`src/rtl/axis_pkt_rr_arbiter_if.sv`:
```
// Bus bundle for the packet round-robin arbiter: NUM_IN flattened source
// streams in, one arbitrated stream out, plus grant/status observation.
interface axis_pkt_rr_arbiter_if #(
  parameter int unsigned NUM_IN = 4,
  parameter int unsigned DATA_W = 32,
  parameter int unsigned KEEP_W = DATA_W / 8
);
  logic [NUM_IN*DATA_W-1:0] axis_tdata_in;
  logic [NUM_IN*KEEP_W-1:0] axis_tkeep_in;
  logic [NUM_IN-1:0]        axis_tvalid_in;
  logic [NUM_IN-1:0]        axis_tlast_in;
  logic [NUM_IN-1:0]        axis_tready_out;
  logic [DATA_W-1:0]        axis_tdata_out;
  logic [KEEP_W-1:0]        axis_tkeep_out;
  logic                     axis_tvalid_out;
  logic                     axis_tlast_out;
  logic                     axis_tready_in;
  logic [NUM_IN-1:0]        grant_onehot;
  logic                     busy;
  logic                     pkt_done;

  modport slave (
    input  axis_tdata_in, axis_tkeep_in, axis_tvalid_in, axis_tlast_in, axis_tready_in,
    output axis_tready_out, axis_tdata_out, axis_tkeep_out, axis_tvalid_out, axis_tlast_out,
    output grant_onehot, busy, pkt_done
  );

  modport master (
    output axis_tdata_in, axis_tkeep_in, axis_tvalid_in, axis_tlast_in, axis_tready_in,
    input  axis_tready_out, axis_tdata_out, axis_tkeep_out, axis_tvalid_out, axis_tlast_out,
    input  grant_onehot, busy, pkt_done
  );
endinterface

```
`src/rtl/axis_pkt_rr_arbiter.sv`:
```
// Packet-granular round-robin arbiter: shares one registered AXI-Stream output
// between NUM_IN sources without interleaving packets.
module axis_pkt_rr_arbiter #(
  parameter int unsigned NUM_IN = 4,
  parameter int unsigned DATA_W = 32,
  parameter int unsigned KEEP_W = DATA_W / 8
) (
  input  logic                 clk,
  input  logic                 reset,
  axis_pkt_rr_arbiter_if.slave bus
);
  localparam int unsigned IDX_W  = (NUM_IN > 1) ? $clog2(NUM_IN) : 1;
  localparam int unsigned SCAN_W = IDX_W + 1;

  typedef enum logic {IDLE = 1'b0, PASS = 1'b1} state_e;

  state_e              state_q;
  logic [NUM_IN-1:0]   grant_q;
  logic [IDX_W-1:0]    gidx_q;
  logic [IDX_W-1:0]    rr_ptr_q;
  logic                busy_q;
  logic                pkt_done_q;
  logic                out_vld_q;
  logic                out_last_q;
  logic [DATA_W-1:0]   out_data_q;
  logic [KEEP_W-1:0]   out_keep_q;

  logic                ld;
  logic                acc;
  logic [NUM_IN-1:0]   ready_c;
  logic                sel_vld;
  logic                sel_last;
  logic [DATA_W-1:0]   sel_data;
  logic [KEEP_W-1:0]   sel_keep;
  logic                pick_vld;
  logic [IDX_W-1:0]    pick_idx;
  logic [SCAN_W-1:0]   scan_idx;

  // Output register can take a new beat when empty or being drained this cycle.
  assign ld      = ~out_vld_q | bus.axis_tready_in;
  assign ready_c = (state_q == PASS) ? (grant_q & {NUM_IN{ld}}) : '0;
  assign acc     = (state_q == PASS) & ld & sel_vld;

  // Granted-stream mux
  always_comb begin
    sel_vld  = 1'b0;
    sel_last = 1'b0;
    sel_data = '0;
    sel_keep = '0;
    for (int unsigned i = 0; i < NUM_IN; i++) begin
      if (gidx_q == IDX_W'(i)) begin
        sel_vld  = bus.axis_tvalid_in[i];
        sel_last = bus.axis_tlast_in[i];
        sel_data = bus.axis_tdata_in[i*DATA_W +: DATA_W];
        sel_keep = bus.axis_tkeep_in[i*KEEP_W +: KEEP_W];
      end
    end
  end

  // First requester after rr_ptr, wrapping modulo NUM_IN
  always_comb begin
    pick_vld = 1'b0;
    pick_idx = '0;
    scan_idx = '0;
    for (int unsigned k = 1; k <= NUM_IN; k++) begin
      scan_idx = {1'b0, rr_ptr_q} + SCAN_W'(k);
      if (scan_idx >= SCAN_W'(NUM_IN)) scan_idx = scan_idx - SCAN_W'(NUM_IN);
      if (!pick_vld && bus.axis_tvalid_in[scan_idx[IDX_W-1:0]]) begin
        pick_vld = 1'b1;
        pick_idx = scan_idx[IDX_W-1:0];
      end
    end
  end

  always_ff @(posedge clk) begin
    if (reset) begin
      state_q    <= IDLE;
      grant_q    <= '0;
      gidx_q     <= '0;
      rr_ptr_q   <= IDX_W'(NUM_IN - 1);
      busy_q     <= 1'b0;
      pkt_done_q <= 1'b0;
      out_vld_q  <= 1'b0;
      out_last_q <= 1'b0;
      out_data_q <= '0;
      out_keep_q <= '0;
    end else begin
      pkt_done_q <= 1'b0;
      if (ld) begin
        out_vld_q <= acc;
        if (acc) begin
          out_data_q <= sel_data;
          out_keep_q <= sel_keep;
          out_last_q <= sel_last;
        end
      end
      case (state_q)
        IDLE: begin
          if (pick_vld) begin
            grant_q <= NUM_IN'(1) << pick_idx;
            gidx_q  <= pick_idx;
            busy_q  <= 1'b1;
            state_q <= PASS;
          end
        end
        PASS: begin
          // Grant is released only once the tlast beat is taken.
          if (acc && sel_last) begin
            pkt_done_q <= 1'b1;
            rr_ptr_q   <= gidx_q;
            grant_q    <= '0;
            busy_q     <= 1'b0;
            state_q    <= IDLE;
          end
        end
        default: state_q <= IDLE;
      endcase
    end
  end

  assign bus.axis_tready_out = ready_c;
  assign bus.axis_tdata_out  = out_data_q;
  assign bus.axis_tkeep_out  = out_keep_q;
  assign bus.axis_tvalid_out = out_vld_q;
  assign bus.axis_tlast_out  = out_last_q;
  assign bus.grant_onehot    = grant_q;
  assign bus.busy            = busy_q;
  assign bus.pkt_done        = pkt_done_q;
endmodule

```
`src/flat_wrapper.sv`:
```
// flat-port wrapper written by rule: the top's interface ports become plain ports
module axis_pkt_rr_arbiter_flat 
#(
  parameter int unsigned NUM_IN = 4,
  parameter int unsigned DATA_W = 32,
  parameter int unsigned KEEP_W = DATA_W / 8
)
  (clk, reset, bus_axis_tdata_in, bus_axis_tkeep_in, bus_axis_tvalid_in, bus_axis_tlast_in, bus_axis_tready_in, bus_axis_tready_out, bus_axis_tdata_out, bus_axis_tkeep_out, bus_axis_tvalid_out, bus_axis_tlast_out, bus_grant_onehot, bus_busy, bus_pkt_done);
  axis_pkt_rr_arbiter_if #(.NUM_IN(NUM_IN), .DATA_W(DATA_W), .KEEP_W(KEEP_W)) bus_i ();
  input  logic clk;
  input  logic reset;
  input wire logic [$bits(bus_i.axis_tdata_in)-1:0] bus_axis_tdata_in;
  input wire logic [$bits(bus_i.axis_tkeep_in)-1:0] bus_axis_tkeep_in;
  input wire logic [$bits(bus_i.axis_tvalid_in)-1:0] bus_axis_tvalid_in;
  input wire logic [$bits(bus_i.axis_tlast_in)-1:0] bus_axis_tlast_in;
  input wire logic [$bits(bus_i.axis_tready_in)-1:0] bus_axis_tready_in;
  output wire logic [$bits(bus_i.axis_tready_out)-1:0] bus_axis_tready_out;
  output wire logic [$bits(bus_i.axis_tdata_out)-1:0] bus_axis_tdata_out;
  output wire logic [$bits(bus_i.axis_tkeep_out)-1:0] bus_axis_tkeep_out;
  output wire logic [$bits(bus_i.axis_tvalid_out)-1:0] bus_axis_tvalid_out;
  output wire logic [$bits(bus_i.axis_tlast_out)-1:0] bus_axis_tlast_out;
  output wire logic [$bits(bus_i.grant_onehot)-1:0] bus_grant_onehot;
  output wire logic [$bits(bus_i.busy)-1:0] bus_busy;
  output wire logic [$bits(bus_i.pkt_done)-1:0] bus_pkt_done;
  assign bus_i.axis_tdata_in = bus_axis_tdata_in;
  assign bus_i.axis_tkeep_in = bus_axis_tkeep_in;
  assign bus_i.axis_tvalid_in = bus_axis_tvalid_in;
  assign bus_i.axis_tlast_in = bus_axis_tlast_in;
  assign bus_i.axis_tready_in = bus_axis_tready_in;
  assign bus_axis_tready_out = bus_i.axis_tready_out;
  assign bus_axis_tdata_out = bus_i.axis_tdata_out;
  assign bus_axis_tkeep_out = bus_i.axis_tkeep_out;
  assign bus_axis_tvalid_out = bus_i.axis_tvalid_out;
  assign bus_axis_tlast_out = bus_i.axis_tlast_out;
  assign bus_grant_onehot = bus_i.grant_onehot;
  assign bus_busy = bus_i.busy;
  assign bus_pkt_done = bus_i.pkt_done;
  axis_pkt_rr_arbiter #(.NUM_IN(NUM_IN), .DATA_W(DATA_W), .KEEP_W(KEEP_W)) u_core (.clk(clk), .reset(reset), .bus(bus_i));
endmodule
```
`config.mk`:
```
export PLATFORM = sky130hd
export DESIGN_NAME = axis_pkt_rr_arbiter_flat
export DESIGN_NICKNAME = d
export VERILOG_FILES = /design/src/rtl/axis_pkt_rr_arbiter_if.sv /design/src/rtl/axis_pkt_rr_arbiter.sv /design/src/flat_wrapper.sv
export SDC_FILE = /design/constraint.sdc
export NUM_CORES = 1
export LEC_CHECK = 0
export ABC_AREA = 1
export BUFFER_PORTS_ARGS = -buffer_cell sky130_fd_sc_hd__buf_2
export CAP_MARGIN = 15
export CELL_PAD_IN_SITES_DETAIL_PLACEMENT = 1
export CELL_PAD_IN_SITES_GLOBAL_PLACEMENT = 1
export CORE_MARGIN = 4
export CORE_UTILIZATION = 29
export CTS_BUF_LIST = sky130_fd_sc_hd__clkbuf_4 sky130_fd_sc_hd__clkbuf_8
export DETAILED_ROUTE_END_ITERATION = 8
export PLACE_DENSITY_LB_ADDON = 0.15
export SYNTH_ARGS = -nofsm -noshare
export SYNTH_HDL_FRONTEND = slang
export SYNTH_SLANG_ARGS = --single-unit
```
`constraint.sdc`:
```
create_clock -name clk -period 2.3 [get_ports clk]
set_clock_uncertainty 0.2 [all_clocks]
set_input_delay 0.115 -clock clk [delete_from_list [all_inputs] [get_ports clk]]
set_output_delay 0.115 -clock clk [all_outputs]
set_load 0.02 [all_outputs]
```
==> out/results.ini <==
[outcome]
outcome=completed

[synth]
ys_ff_latch=49
synth.top_cell.area_share_pct=31.1
yosys.area.top_type=dfxtp_1
synth_area_leaders=dfxtp_1 (31%), a211oi_2 (14%), nand2_1 (13%)
yosysSeqAreaShare_pct=31.1
synthCells=462
ys_types=22
syn_nets=617
yosys_warnings=0
syn_area_per_cell_um2=6.82
synth_area_um2=3150

[sta]
period_share_pct=85.4
maxSlewViolCount=0
setup_viol=0
worst_pin_slew_ns=0.554
layout_setup_ws_ns=0.335
slew_headroom_pct=63.1
hold_viol=0
min_period_ns=1.97
rsz0062_at_grt=false
setup_tns_ns=0
whs_ns=0.0170
fmax_mhz=509

[placed_design]
routabilityCongestion=0.796
dpl.hpwl_mm=9.91
dp_slack_ns=0.344
port-buffer-count=202

[cells_and_area]
layout-drive-gt1-share_pct=41.1
layout_common_cells=buf_2 (202), nand2_1 (113), nand3_1 (84)
diodes=0
fin_util_pct=45.1
layout_commonest_cell=buf_2
syn_to_final_growth_pct=49.9
nNetsFinal=838

[clock_network]
numClockSinks=49
cts-root-buf=clkbuf_8
cts_htree_levels=2
clkTransAtPathRegs_ns=0.10
cts_buffers=5
clock_latency_ns=0.30
cts_tree=done
postCtsSetupBuffers=0
cts.path.max_buffers=2

[power_and_ir_drop]
swShare_pct=52.4
p_leak_nw=2.35
peakVddDrop_v=0.000714
internal_power_w=0.00289
power.total_w=0.00608
pwr-share-seq_pct=23.7
clkPwrFrac_pct=10.8
combPwrFrac_pct=65.5
power_density_nw_per_um2=1290
p_sw_w=0.00319

[critical_path]
cp_top_family=simple AND/OR/NAND/NOR gates
critical_path_buf_inv_count=2
end_kind=flop
worstPathRequired_ns=2.29
r2r_start=u_core.rr_ptr_q[0]
r2r_slack_ns=0.33
start_kind=flop
crit_type=reg -> reg
reg2regPathDepth=11
cpMaxStageDelayCell=dfxtp_1
path_cells=inv_4 -> nand2_1 -> nand2_1 -> nand2_2 -> nand2_2 -> nor2_4 -> nand3_2 -> nand2_4 -> inv_1 -> o21ai_0 -> a21oi_1
worst_r2r_endpoint=u_core.gidx_q[1]
crit_arrival_ns=1.96
crit_fanout=9
max_stage_delay_ns=0.56

[global_route]
grt_pass1_wl_mm=21.3
antenna_found_initial=0
overflow=0
grt_pass1_vias=4369
grt_max_degree=73
grtUsageTotal_pct=20.4

[detailed_routing]
avgViaCountPerCell=4.90
ant_nets=0
drt_iter0_drc=138
vias=4021
firstDrtPassIters=4
drc_errors=0
wl_mm=13.0
post_drt_wl_per_cell_um=15.9

[min_path]
hold_end=u_core.bus.axis_tdata_out[22]
worstHoldPathCells=3
hp-start=bus_axis_tdata_in[118]
hold_path.class=in -> reg

[floorplanning]
io_pins=203
die-area_um2=12600
rows=37
initial_core_util_pct=30.1
coreArea_um2=10500
die_w_um=112
fp.dieH_um=112

[run]
drv_cap=0

Yosys cell counts:
cell type  number
buf_1           1
buf_2          10
o21ai_0         6
dfxtp_1        49
nor2_1         55
inv_1          16
nand3_1        84
nand3_2         2
nand2_4         2
buf_6           1
nand2_2         9
nor2_4          1
buf_4           8
o221ai_1        1
o211a_1         1
nand2_1       113
a211oi_2       36
nand4_1         5
inv_2           6
clkbuf_1       11
a21oi_1        43
inv_4           2
what timing repair did:
item / CTS / global route
gates resized for setup: 0 / 0
hold buffers: 31 / 1
endpoints found under the setup margin: 0 / 0
hold endpoints to repair: 31 / 1
metal layers:
metal	vias to the layer above	routed length [µm]	global-route usage (%)
met5	-	0	0
met4	0	217	5.21
met3	16	811	4.96
met2	129	6750	37.1
met1	1876	5240	24.1
li1	2000	-	-
cell families after synthesis:
kind of cell | count (synthesis) | synth area share, %
AO/OA/AOI/OAI | 87 | 22.7
buffers and inverters | 55 | 8.30
flip-flops | 49 | 31.1
AND/OR/NAND/NOR | 271 | 37.9
cell type report:
cell class / instances / area (µm²)
Tap cell: 136 / 170
Clock buffer: 6 / 82.6
Inverter: 24 / 95.1
Fill cell: 1388 / 5740
Sequential cell: 49 / 982
Clock inverter: 2 / 37.5
Multi-Input combinational cell: 358 / 1910
Timing Repair Buffer: 245 / 1440
power by group through the flow:
stage	combinational, W	sequential [W]	clock (W)
floorplan	0.00252	0.00176	0
CTS	0.00404	0.00144	0.000678
finish	0.00398	0.00144	0.000658
detailed placement	0.00399	0.00145	0
global placement	0.00388	0.00144	0
global route	0.00448	0.00149	0.000709
worst max-delay path by stage:
stage | startpoint | cells after the start | to
floorplan | u_core.rr_ptr_q[0] | 11 | u_core.gidx_q[0]
global placement | u_core.rr_ptr_q[0] | 11 | u_core.gidx_q[1]
detailed placement | u_core.rr_ptr_q[0] | 11 | u_core.bus.grant_onehot[0]
CTS | u_core.rr_ptr_q[0] | 11 | u_core.gidx_q[1]
global route | bus_axis_tready_in | 11 | u_core.bus.axis_tdata_out[9]
finish | u_core.rr_ptr_q[0] | 11 | u_core.gidx_q[1]
worst min-delay path: cells and delay by family:
family / cells / cell delay [ns]
buf+inv: 1 / 0.07
compound gates: 2 / 0.29
per-stage QoR:
step | cells | area (µm²)
floorplan | 462 | 3150
global placement | 780 | 4280
detailed placement | 780 | 4280
CTS | 819 | 4710
global route | 820 | 4720
finish | 820 | 4720
registers in the layout, summed over array words and instances, names as in the netlist:
| signal | flops |
|---|---|
| u_core.bus.axis_tkeep_out | 4 |
| u_core.state_q | 1 |
| u_core.bus.busy | 1 |
| u_core.bus.pkt_done | 1 |
| u_core.bus.axis_tvalid_out | 1 |
| u_core.rr_ptr_q | 2 |
| u_core.bus.axis_tlast_out | 1 |
| u_core.bus.grant_onehot | 4 |
| u_core.gidx_q | 2 |
| u_core.bus.axis_tdata_out | 32 |
Power figures use the tool's default switching activity.
